<file path="src/rtl/stripes_weight_serializer_if.sv">
// Weight-vector valid/ready handshake into the Stripes serializer.
// The master drives a vector; the slave accepts it when ready.
interface stripes_weight_serializer_if #(
  parameter int DATA_WIDTH = 8,
  parameter int VEC_LENGTH = 16
);
  logic                         w_valid;
  logic                         w_ready;
  logic signed [DATA_WIDTH-1:0] w_in [VEC_LENGTH-1:0];

  modport master (
    output w_valid,
    output w_in,
    input  w_ready
  );

  modport slave (
    input  w_valid,
    input  w_in,
    output w_ready
  );
endinterface

</file>
<file path="src/rtl/stripes_weight_serializer.sv">
// Bit-serial MSB-first weight front-end for the Stripes MAC.
// One-entry shadow buffer feeds a per-lane shift register.
module stripes_weight_serializer #(
  parameter int DATA_WIDTH = 8,
  parameter int VEC_LENGTH = 16
) (
  input  logic                  clk,
  input  logic                  reset,
  stripes_weight_serializer_if.slave w,
  output logic [VEC_LENGTH-1:0] w_bit,
  output logic                  mac_en,
  output logic                  is_msb,
  output logic                  is_msb_delayed,
  output logic                  result_valid,
  output logic                  busy
);

  localparam int CW = (DATA_WIDTH > 1) ? $clog2(DATA_WIDTH) : 1;
  localparam logic [CW-1:0] CNT_TOP = CW'(DATA_WIDTH - 1);

  typedef enum logic [1:0] {
    IDLE,
    SHIFT,
    FLUSH
  } state_e;

  typedef logic signed [DATA_WIDTH-1:0] vec_t [VEC_LENGTH-1:0];

  state_e          state_q, state_d;
  logic [CW-1:0]   cnt_q, cnt_d;
  vec_t            shadow_q, shadow_d;
  vec_t            shift_q, shift_d;
  logic            sv_q, sv_d;
  logic            rdy_q, rdy_d;
  logic [VEC_LENGTH-1:0] w_bit_q, w_bit_d;
  logic            mac_en_q, mac_en_d;
  logic            msb_q, msb_d;
  logic            msbd_q, msbd_d;
  logic            lsb_q, lsb_d;
  logic            rvp_q;
  logic            rv_q;
  logic            busy_q, busy_d;
  logic            load;
  logic            accept;

  always_comb begin
    state_d  = state_q;
    cnt_d    = cnt_q;
    shift_d  = shift_q;
    shadow_d = shadow_q;
    load     = 1'b0;
    accept   = w.w_valid && rdy_q;

    unique case (state_q)
      IDLE: load = sv_q;
      SHIFT: begin
        if (cnt_q == '0) begin
          load = sv_q;
          if (!sv_q) state_d = FLUSH;
        end else begin
          cnt_d = cnt_q - CW'(1);
        end
      end
      FLUSH: begin
        load = sv_q;
        if (!sv_q) state_d = IDLE;
      end
      default: state_d = IDLE;
    endcase

    // consume precedes capture so a same-edge accept keeps the shadow full
    if (load) begin
      shift_d = shadow_q;
      cnt_d   = CNT_TOP;
      state_d = SHIFT;
    end
    sv_d = (sv_q && !load) || accept;
    if (accept) shadow_d = w.w_in;

    for (int j = 0; j < VEC_LENGTH; j++) begin
      w_bit_d[j] = (state_d == SHIFT) ? shift_d[j][cnt_d] : 1'b0;
    end
    mac_en_d = (state_d != IDLE);
    msb_d    = (state_d == SHIFT) && (cnt_d == CNT_TOP);
    msbd_d   = msb_q && (state_d == SHIFT);
    lsb_d    = (state_d == SHIFT) && (cnt_d == '0);
    busy_d   = (state_d != IDLE) || sv_d;
    rdy_d    = !sv_d;
  end

  always_ff @(posedge clk) begin
    if (reset) begin
      state_q  <= IDLE;
      cnt_q    <= '0;
      shadow_q <= '{default: '0};
      shift_q  <= '{default: '0};
      sv_q     <= 1'b0;
      rdy_q    <= 1'b1;
      w_bit_q  <= '0;
      mac_en_q <= 1'b0;
      msb_q    <= 1'b0;
      msbd_q   <= 1'b0;
      lsb_q    <= 1'b0;
      rvp_q    <= 1'b0;
      rv_q     <= 1'b0;
      busy_q   <= 1'b0;
    end else begin
      state_q  <= state_d;
      cnt_q    <= cnt_d;
      shadow_q <= shadow_d;
      shift_q  <= shift_d;
      sv_q     <= sv_d;
      rdy_q    <= rdy_d;
      w_bit_q  <= w_bit_d;
      mac_en_q <= mac_en_d;
      msb_q    <= msb_d;
      msbd_q   <= msbd_d;
      lsb_q    <= lsb_d;
      // LSB partial sum lands in the accumulator two cycles later
      rvp_q    <= lsb_q;
      rv_q     <= rvp_q;
      busy_q   <= busy_d;
    end
  end

  assign w.w_ready      = rdy_q;
  assign w_bit          = w_bit_q;
  assign mac_en         = mac_en_q;
  assign is_msb         = msb_q;
  assign is_msb_delayed = msbd_q;
  assign result_valid   = rv_q;
  assign busy           = busy_q;

endmodule

</file>
<file path="src/flat_wrapper.sv">
// flat-port wrapper written by rule: the top's interface ports become plain ports
module stripes_weight_serializer_flat 
#(
  parameter int DATA_WIDTH = 8,
  parameter int VEC_LENGTH = 16
)
  (clk, reset, w_bit, mac_en, is_msb, is_msb_delayed, result_valid, busy, w_w_valid, w_w_in, w_w_ready);
  stripes_weight_serializer_if #(.DATA_WIDTH(DATA_WIDTH), .VEC_LENGTH(VEC_LENGTH)) w_i ();
  input  logic clk;
  input  logic reset;
  output logic [VEC_LENGTH-1:0] w_bit;
  output logic mac_en;
  output logic is_msb;
  output logic is_msb_delayed;
  output logic result_valid;
  output logic busy;
  input wire logic [$bits(w_i.w_valid)-1:0] w_w_valid;
  input wire logic [$bits(w_i.w_in)-1:0] w_w_in;
  output wire logic [$bits(w_i.w_ready)-1:0] w_w_ready;
  assign w_i.w_valid = w_w_valid;
  assign w_i.w_in = {>>{w_w_in}};
  assign w_w_ready = w_i.w_ready;
  stripes_weight_serializer #(.DATA_WIDTH(DATA_WIDTH), .VEC_LENGTH(VEC_LENGTH)) u_core (.clk(clk), .reset(reset), .w(w_i), .w_bit(w_bit), .mac_en(mac_en), .is_msb(is_msb), .is_msb_delayed(is_msb_delayed), .result_valid(result_valid), .busy(busy));
endmodule
</file>
<file path="config.mk">
export PLATFORM = sky130hd
export DESIGN_NAME = stripes_weight_serializer_flat
export DESIGN_NICKNAME = d
export VERILOG_FILES = /design/src/rtl/stripes_weight_serializer_if.sv /design/src/rtl/stripes_weight_serializer.sv /design/src/flat_wrapper.sv
export SDC_FILE = /design/constraint.sdc
export NUM_CORES = 1
export LEC_CHECK = 0
export CORE_MARGIN = 5
export CORE_UTILIZATION = 48
export DETAILED_ROUTE_END_ITERATION = 7
export PLACE_DENSITY = 0.72
export RECOVER_POWER = 25
export SYNTH_ARGS = -nofsm -noshare
export SYNTH_HDL_FRONTEND = slang
export SYNTH_SLANG_ARGS = --single-unit
</file>
<file path="constraint.sdc">
create_clock -name clk -period 2.5 [get_ports clk]
set_input_delay 0.625 -clock clk [delete_from_list [all_inputs] [get_ports clk]]
set_output_delay 0.625 -clock clk [all_outputs]
set_load 0.005 [all_outputs]
</file>
==> summary.txt, run 1 <==
Status
  – Status: complete, but fails checks
  – Failing checks: capacitance limit, slew limit

Global route
  – Total gr overflow: 0
  – Number of global-route vias before repair: 9151
  – First-pass GRT wire length: 45710 µm
  – Initial antenna violation count: 0
  – Total GRT Usage: 0.2090
  – Maximum number of pins on one net before global-route repair: 103

Critical path
  – Critical Path AT: 2.83 ns
  – Worst path required time: 2.98 ns
  – Crit path max fanout: 54
  – Crit path kind: register to register
  – CP Capture Type: register
  – Startpoint types: register

Final layout
  – Util after Layout: 0.6127
  – Most common cell after layout, fill and taps aside: nand2_1
  – Fillcell total: 2034
  – Ant. Diodes: 0
  – Fin nets: 1636
  – Non-Filler Instances: 1810
  – Synth-to-layout area growth: 26.71%
  – Most frequent cells in the layout: nand2_1 (548), dfxtp_1 (286), a21oi_1 (262), clkdlybuf4s50_1 (151), buf_4 (34)
  – Footprint of the multi-input gates: 4737 µm²
  – Register area: 5725 µm²
  – Layout cell share with drive strength beyond 1: 0.07148
  – Final instance area: 13790 µm²

Pwr
  – Overall power: 10.83 mW
  – LEAKAGE: 4.968 nW
  – Pwr Density: 785.4 nW/µm²
  – Max VDD drop: 0.0004523 V

STA
  – Worst slew margin: -0.03723
  – Final period util: 0.9397
  – Clock Skew: 0.005580 ns
  – Min Clock Period, post-route: 2.349 ns
  – Max Freq: 425.7 MHz
  – RSZ-0062 raised after global routing: no
  – Final setup fails: 0
  – Worst Max-Slew Pin Slew: 1.556 ns
  – Slew Limit Fails: 77
  – Hold Violations, Final: 0

Die
  – Core region area: 22500 µm²
  – Die ar.: 25780 µm²
  – Initial Utilization: 0.4835
  – Die height: 160.6 µm
  – Die span in x: 160.6 µm
  – Ports: 153
  – Row cnt: 55

Clock tree
  – Htree depth: 1
  – CTS clk-pin slew, worst paths: 0.06 ns
  – CTS Buffer Depth: 3
  – Total CTS buffers: 28
  – Root Driver: clkbuf_16
  – CTS sink cnt: 286
  – Worst skew pair latency: 0.53 ns
  – CTS tree: done

Logic synthesis
  – Synthesized cell area: 10880 µm²
  – Cell count after synthesis: 1376
  – Number of synthesized flops with an enable pin: 0
  – Async SR Flop Fraction: 0
  – Sequential fraction of the synthesis area: 0.5262
  – Register bit total from synthesis: 286
  – Syn_area_per_cell: 7.907 µm²
  – Post-synth cell types: 52
  – Ys flop type: dfxtp_1
  – Warnings, synthesis: 0
  – Syn_nets: 1509

Placed design
  – Port Buf Inserts: 152
  – Placed cell area: 12770 µm²
  – Placed cells: 1753
  – Gpl congestion: 0.8424
  – DP HPWL: 18690 µm

Route
  – Antenna-violating nets left: 0
  – WL final: 28020 µm
  – Drt first pass iters: 7
  – Avg WL per Cell: 15.48 µm
  – Vias per inst: 5.297
  – DRC viols: 0
  – Initial drt markers: 802
  – Vias: 9587

Min path
  – Worst min path class: primary input to register

Job
  – MaxCap Viol Count: 1
critical path: stages (launching register included):
cell and delay (ns):
dfxtp_1 0.33, inv_1 0.06, ha_1 0.21, buf_4 0.15, nor3b_1 0.13, buf_4 0.15, o21ai_4 0.32, buf_12 0.29
nand4_1 0.15, a21boi_1 0.16, o221ai_1 0.19, a22o_1 0.17
cell usage after synthesis, drive strengths merged (4+ instances only):
library cell / n / area, µm²
nand2: 550 / 2064
dfxtp: 286 / 5725
a21oi: 263 / 1320
clkbuf: 66 / 247.7
buf: 35 / 188.9
mux2i: 29 / 290.3
nand3: 26 / 130.1
nor2: 13 / 56.30
o221ai: 10 / 87.58
nand4: 9 / 56.30
a21boi: 8 / 60.05
nor3: 8 / 45.04
o22ai: 8 / 50.05
inv: 6 / 22.52
o21ai: 6 / 33.78
a22o: 5 / 43.79
o32a: 5 / 50.05
o211a: 4 / 40.04
final timing paths:
path	slack (ns)	to	cells after the start	from
worst min register to register	0.44	u_core.result_valid	1	u_core.rvp_q
worst max register to register	0.15	u_core.w_bit[7]	11	u_core.cnt_q[0]
worst max-delay path	0.15	u_core.w_bit[7]	11	u_core.cnt_q[0]
worst min-delay path	0.42	u_core.shadow_q[120]	2	reset
cell type report:
cell class,count,area share
inverter,6,0.001634
multi-input combinational,984,0.3436
clock inverter,10,0.01089
clock buffer,42,0.05981
timing repair buffer,197,0.1429
sequential,286,0.4153
tap,285,0.02586
stage by stage:
| stage | hold WS, ns | setup TNS, ns | worst slack, ns |
|---|---|---|---|
| after floorplan | 0.4138 | 0 | 0.3754 |
| after global placement | 0.4243 | -0.1476 | -0.06646 |
| after detailed placement | 0.4234 | -0.8049 | -0.1463 |
| after CTS | 0.4005 | 0 | 0.09074 |
| after global routing | 0.4159 | 0 | 0.007401 |
| final | 0.4153 | 0 | 0.1507 |
registers in the layout (all words and copies together) (netlist names), 2 cells and up:
signal           flops
u_core.cnt_q         3
u_core.shadow_q    128
u_core.w_bit        16
u_core.state_q       2
u_core.shift_q     128
power by group:
group	switching [mW]	internal [mW]
logic	0.877	0.650
clock network	1.71	2.68
registers	0.126	4.78
total	2.71	8.11
timing repair:
item                       in CTS  in global routing
hold buffers                    0                  0
pin swaps                       1                  1
setup buffers                   0                  4
cloned                          1                  0
setup endpoints to repair      11                 11
gates resized for setup         0                  4
routing by layer:
| metal | vias up | track usage | share of wire |
|---|---|---|---|
| met5 | - | 0 | 0 |
| met4 | 0 | 0.05162 | 0.022 |
| met3 | 50 | 0.03618 | 0.058 |
| met2 | 268 | 0.3526 | 0.47 |
| met1 | 4444 | 0.2801 | 0.45 |
| li1 | 4825 | - | - |
kinds of logic (layout without fill, tap and decap cells):
kind of cell               count (synthesis)  after routing  synth area share
adders and majority gates                  2              2          0.002300
DFF                                      286            286            0.5262
muxes                                     33             33           0.03289
AOI/OAI and AO/OA                        325            325            0.1696
and+or+nand+nor                          623            624            0.2268
buffers and inverters                    107            255           0.04220
No activity file was read; power rests on OpenSTA's default activity.
==> run 2, diff against run 1 <==
- CORE_MARGIN: 5 -> not set
- CORE_UTILIZATION: 48 -> 54
- PLACE_DENSITY: 0.72 -> 0.79
==> summary.txt, run 2 (synthesis results as in run 1) <==
Final layout
  – Synth-to-layout area growth: 24.92%
  – Most frequent cells in the layout: nand2_1 (548), dfxtp_1 (286), a21oi_1 (262), clkdlybuf4s50_1 (151)
  – Most common cell after layout, fill and taps aside: nand2_1
  – Ant. Diodes: 0
  – Fillcell total: 1570
  – Fin nets: 1627
  – Layout cell share with drive strength beyond 1: 0.06535

Die
  – Ports: 153
  – Die span in x: 143.9 µm
  – Die ar.: 20720 µm²
  – Die height: 143.9 µm
  – Row cnt: 51
  – Initial Utilization: 0.5554
  – Core region area: 19590 µm²

STA
  – Final setup fails: 0
  – Hold Violations, Final: 0
  – Max Freq: 422.9 MHz
  – RSZ-0062 raised after global routing: no
  – Worst Max-Slew Pin Slew: 1.221 ns
  – Slew Limit Fails: 0
  – Final period util: 0.9459
  – Clock Skew: 0.007174 ns
  – Min Clock Period, post-route: 2.365 ns
  – Worst slew margin: 0.1859
  – Setup tns final: 0 ns
  – Final worst slack: 0.1353 ns

Critical path
  – Worst path required time: 2.92 ns
  – CP Capture Type: register
  – Critical Path AT: 2.79 ns
  – Crit path max fanout: 28
  – Crit path kind: register to register
  – Startpoint types: register
  – Flop-to-flop setup slack: 0.14 ns

Global route
  – Number of global-route vias before repair: 9267
  – Initial antenna violation count: 0
  – Maximum number of pins on one net before global-route repair: 95
  – Total gr overflow: 0
  – Total GRT Usage: 0.2680
  – First-pass GRT wire length: 44660 µm

Status
  – Status: complete, no violations

Pwr
  – Pwr Density: 767.2 nW/µm²
  – Internal: 7.733 mW
  – Switching Fraction: 0.2584
  – Clk pwr share: 0.388
  – Sw power: 2.695 mW
  – Max VDD drop: 0.0004817 V
  – Logic pwr share: 0.141
  – Flop pwr share: 0.471
  – LEAKAGE: 4.874 nW

Route
  – Top routing layer in use: met4
  – DRT met1 WL: 11880 µm
  – Avg WL per Cell: 15.34 µm
  – Metal3 WL: 1767 µm
  – WL final: 27300 µm
  – Drt first pass iters: 6
  – Initial drt markers: 859
  – Vias: 9779
  – Met2 WL: 13100 µm
  – Vias per inst: 5.494
  – DRC viols: 0
  – Antenna-violating nets left: 0

Placed design
  – Port Buf Inserts: 152
  – DP HPWL: 17780 µm
  – Gpl congestion: 0.8847
  – Worst slack at placement: 0.07822 ns

Clock tree
  – CTS clk-pin slew, worst paths: 0.06 ns
  – Worst skew pair latency: 0.53 ns
  – CTS sink cnt: 286
  – CTS Buffer Depth: 3
  – CTS tree: done
  – Root Driver: clkbuf_16
  – # Post-CTS Setup Buffers: 0
  – Total CTS buffers: 28
  – Htree depth: 1

Job
  – MaxCap Viol Count: 0

Min path
  – Worst min path class: register to register
-- run 2: cell types whose count changed in the layout (fill, tap and decap cells not counted), sizes merged --
| cell | delta |
|---|---|
| clkinv | +2 |
| buf | -8 |
| clkbuf | -1 |
| bufinv | -3 |
| nor2 | -1 |
| clkinvlp | +1 |
-- run 2: final timing paths --
check | depth (start not counted) | to | from
max | 9 | u_core.w_bit[13] | u_core.cnt_q[0]
min reg2reg | 1 | u_core.rvp_q | u_core.lsb_q
min | 1 | u_core.rvp_q | u_core.lsb_q
max reg2reg | 9 | u_core.w_bit[13] | u_core.cnt_q[0]
-- run 2: routing by layer --
| metal | GRT usage | vias to the layer above |
|---|---|---|
| met5 | 0 | - |
| met4 | 0.07951 | 0 |
| met3 | 0.03399 | 44 |
| met2 | 0.4439 | 320 |
| met1 | 0.3638 | 4614 |
| li1 | - | 4801 |
-- run 2: final cells by class --
| class | count | area (µm²) | share of cell area |
|---|---|---|---|
| Tap cell | 265 | 331.6 | 0.02439 |
| Sequential cell | 286 | 5725 | 0.4212 |
| Multi-Input combinational cell | 983 | 4723 | 0.3475 |
| Clock buffer | 41 | 810.8 | 0.05965 |
| Inverter | 6 | 22.52 | 0.001657 |
| Timing Repair Buffer | 189 | 1897 | 0.1396 |
| Clock inverter | 10 | 81.33 | 0.005984 |
-- run 2: worst max-delay path, stage by stage (launching register included) --
cell	delay [ns]
dfxtp_1	0.31
inv_1	0.11
ha_1	0.25
nor3b_1	0.46
o21ai_4	0.16
buf_4	0.26
nand4_1	0.13
a21boi_0	0.22
o22ai_1	0.10
o2111a_1	0.24
-- run 2: repair_timing --
action / in CTS / in global routing
hold buffers: 0 / 0
gates resized for setup: 0 / 6
endpoints found under the setup margin: 0 / 15
-- run 2: power groups by stage --
stage | clock network (mW) | registers, mW | logic (mW)
after floorplan | 0 | 4.97 | 0.909
after global placement | 0 | 5.00 | 1.41
after detailed placement | 0 | 5.01 | 1.44
after CTS | 4.10 | 4.91 | 1.45
after global routing | 4.31 | 4.93 | 1.60
final | 4.05 | 4.91 | 1.47
-- run 2: metrics by stage --
step	total power, mW	cells	hold WS (ns)	instance area [µm²]	utilization
floorplan	5.874	1376	0.4138	10880	-
global route	10.85	1780	0.4572	13590	0.6938
detailed placement	6.445	1729	0.4234	12690	0.6478
global placement	6.413	1729	0.4225	12690	0.6478
CTS	10.46	1780	0.4375	13580	0.6934
finish	10.43	1780	0.4371	13590	0.6938
==> run 3, diff against run 2 <==
- CORE_UTILIZATION: 54 -> 40
- PLACE_DENSITY: 0.79 -> not set
==> summary.txt, run 3 (synthesis results as in run 1) <==
Status
  – Status: complete, but fails checks
  – Failing checks: DRC, slew limit

Placed design
  – DP HPWL: 18380 µm
  – Gpl congestion: 0.7961
  – Worst slack at placement: -0.1210 ns
  – Port Buf Inserts: 152

Clock tree
  – Total CTS buffers: 29
  – Root Driver: clkbuf_16
  – CTS Buffer Depth: 3
  – Htree depth: 1
  – Worst skew pair latency: 0.54 ns
  – CTS tree: done
  – CTS sink cnt: 286
  – CTS clk-pin slew, worst paths: 0.06 ns

STA
  – Hold Violations, Final: 0
  – Worst slew margin: -0.003087
  – Min Clock Period, post-route: 2.289 ns
  – Final setup fails: 0
  – Max Freq: 436.9 MHz
  – Setup tns final: 0 ns
  – Clock Skew: 0.01280 ns
  – Slew Limit Fails: 135
  – Final worst slack: 0.2109 ns
  – Worst Max-Slew Pin Slew: 1.505 ns
  – RSZ-0062 raised after global routing: no
  – Final period util: 0.9156

Global route
  – Initial antenna violation count: 0
  – First-pass GRT wire length: 45280 µm
  – Total gr overflow: 0
  – Maximum number of pins on one net before global-route repair: 136
  – Number of global-route vias before repair: 8876
  – Total GRT Usage: 0.1972

Critical path
  – CP Capture Type: register
  – Crit path kind: register to register
  – Worst path required time: 2.98 ns
  – Startpoint types: register
  – Worst Reg-to-Reg Cells: 12
  – Flop-to-flop setup slack: 0.21 ns
  – Reg-to-Reg End: u_core.w_bit[10]
  – CP peak stage delay: 0.32 ns
  – Critical Path AT: 2.77 ns
  – Crit path max fanout: 46
  – Worst path slowest cell: dfxtp_1
  – Critical path, cell by cell: inv_1 -> ha_1 -> buf_4 -> nor3b_1 -> buf_4 -> o21ai_4 -> buf_12 -> buf_12 -> nand4_1 -> a21boi_0 -> o22ai_1 -> o2111a_1
  – RR Startpoint: u_core.cnt_q[0]

Die
  – Core region area: 26800 µm²
  – Die ar.: 27860 µm²
  – Die span in x: 166.9 µm
  – Ports: 153
  – Row cnt: 60
  – Die height: 166.9 µm
  – Initial Utilization: 0.4060

Min path
  – HP Start: u_core.rvp_q
  – Worst min path class: register to register
  – WHS Endpoint: u_core.result_valid
  – Hold Crit Depth: 1

Route
  – WL final: 27840 µm
  – Drt first pass iters: 7
  – Antenna-violating nets left: 0
  – Initial drt markers: 629
  – Vias per inst: 5.036
  – DRC viols: 1
  – Vias: 9408
  – Avg WL per Cell: 14.90 µm

Final layout
  – Ant. Diodes: 0
  – Most common cell after layout, fill and taps aside: nand2_1
  – Synth-to-layout area growth: 27.71%
  – Layout cell share with drive strength beyond 1: 0.07269
  – Fin nets: 1642
  – Most frequent cells in the layout: nand2_1 (549), dfxtp_1 (286), a21oi_1 (262), clkdlybuf4s50_1 (150), buf_4 (34)
  – Fillcell total: 2610

Pwr
  – LEAKAGE: 4.988 nW
  – Pwr Density: 761.2 nW/µm²
  – Max VDD drop: 0.0004354 V

Job
  – MaxCap Viol Count: 0
run 3: changes by cell type in the layout (fill, tap and decap cells not counted), sizes merged:
cell and change:
nor2 +1, inv +1, dlygate4sd3 +1, buf +14, clkdlybuf4s50 -1, clkinvlp -1
clkinv -3
run 3: repair_timing:
| action | in CTS | in global routing |
|---|---|---|
| pin swaps | 1 | 2 |
| cloned | 1 | 0 |
| endpoints found under the setup margin | 7 | 7 |
| hold buffers | 0 | 0 |
| resized for setup | 0 | 3 |
| setup buffers | 0 | 4 |
run 3: critical path: cells and delay by family, from the launching register on:
kind | cells | cell delay (ns)
fa+ha+maj | 1 | 0.21
buf+inv | 5 | 0.74
simple gates | 2 | 0.26
flops | 1 | 0.32
compound gates | 4 | 0.68
run 3: power breakdown:
group	total, mW	switching [mW]	internal, mW
clock	4.09	1.70	2.39
sequential	4.91	0.124	4.78
combinational	1.58	0.890	0.688
run 3: worst max path at each step:
stage | end | slack (ns) | startpoint
finish | u_core.w_bit[10] | 0.21 | u_core.cnt_q[0]
global route | u_core.w_bit[5] | 0.08 | u_core.cnt_q[0]
CTS | u_core.w_bit[10] | 0.08 | u_core.cnt_q[0]
detailed placement | u_core.w_bit[10] | -0.12 | u_core.cnt_q[0]
global placement | u_core.w_bit[12] | -0.05 | u_core.cnt_q[0]
floorplan | u_core.w_bit[1] | 0.38 | u_core.cnt_q[0]
run 3: metal layers:
layer  wire (µm)  GRT usage  vias to the layer above
li1            -          -                     4828
met1       13200     0.2707                     4333
met2       12890     0.3267                      204
met3        1179    0.02709                       43
met4         566    0.04630                        0
met5           0          0                        -
run 3: through the flow:
stage	cell area, µm²	power (mW)	std cells	hold slack [ns]	util
floorplan	10880	5.874	1376	0.4138	-
global placement	12940	6.529	1814	0.4211	0.4829
detailed placement	12940	6.543	1814	0.4286	0.4829
CTS	13850	10.66	1864	0.4491	0.5166
global route	13900	11.04	1868	0.4590	0.5185
finish	13900	10.58	1868	0.4479	0.5185
run 3: cell type report:
cell class,instances,area [µm²],share of cell area
repair buffers,202,2088,0.1503
clock buffers,42,834.6,0.06006
multi-input cells,984,4735,0.3407
inverters,6,22.52,0.001621
clock inverters,7,63.81,0.004592
well taps,341,426.7,0.03070
flip-flops and latches,286,5725,0.4120
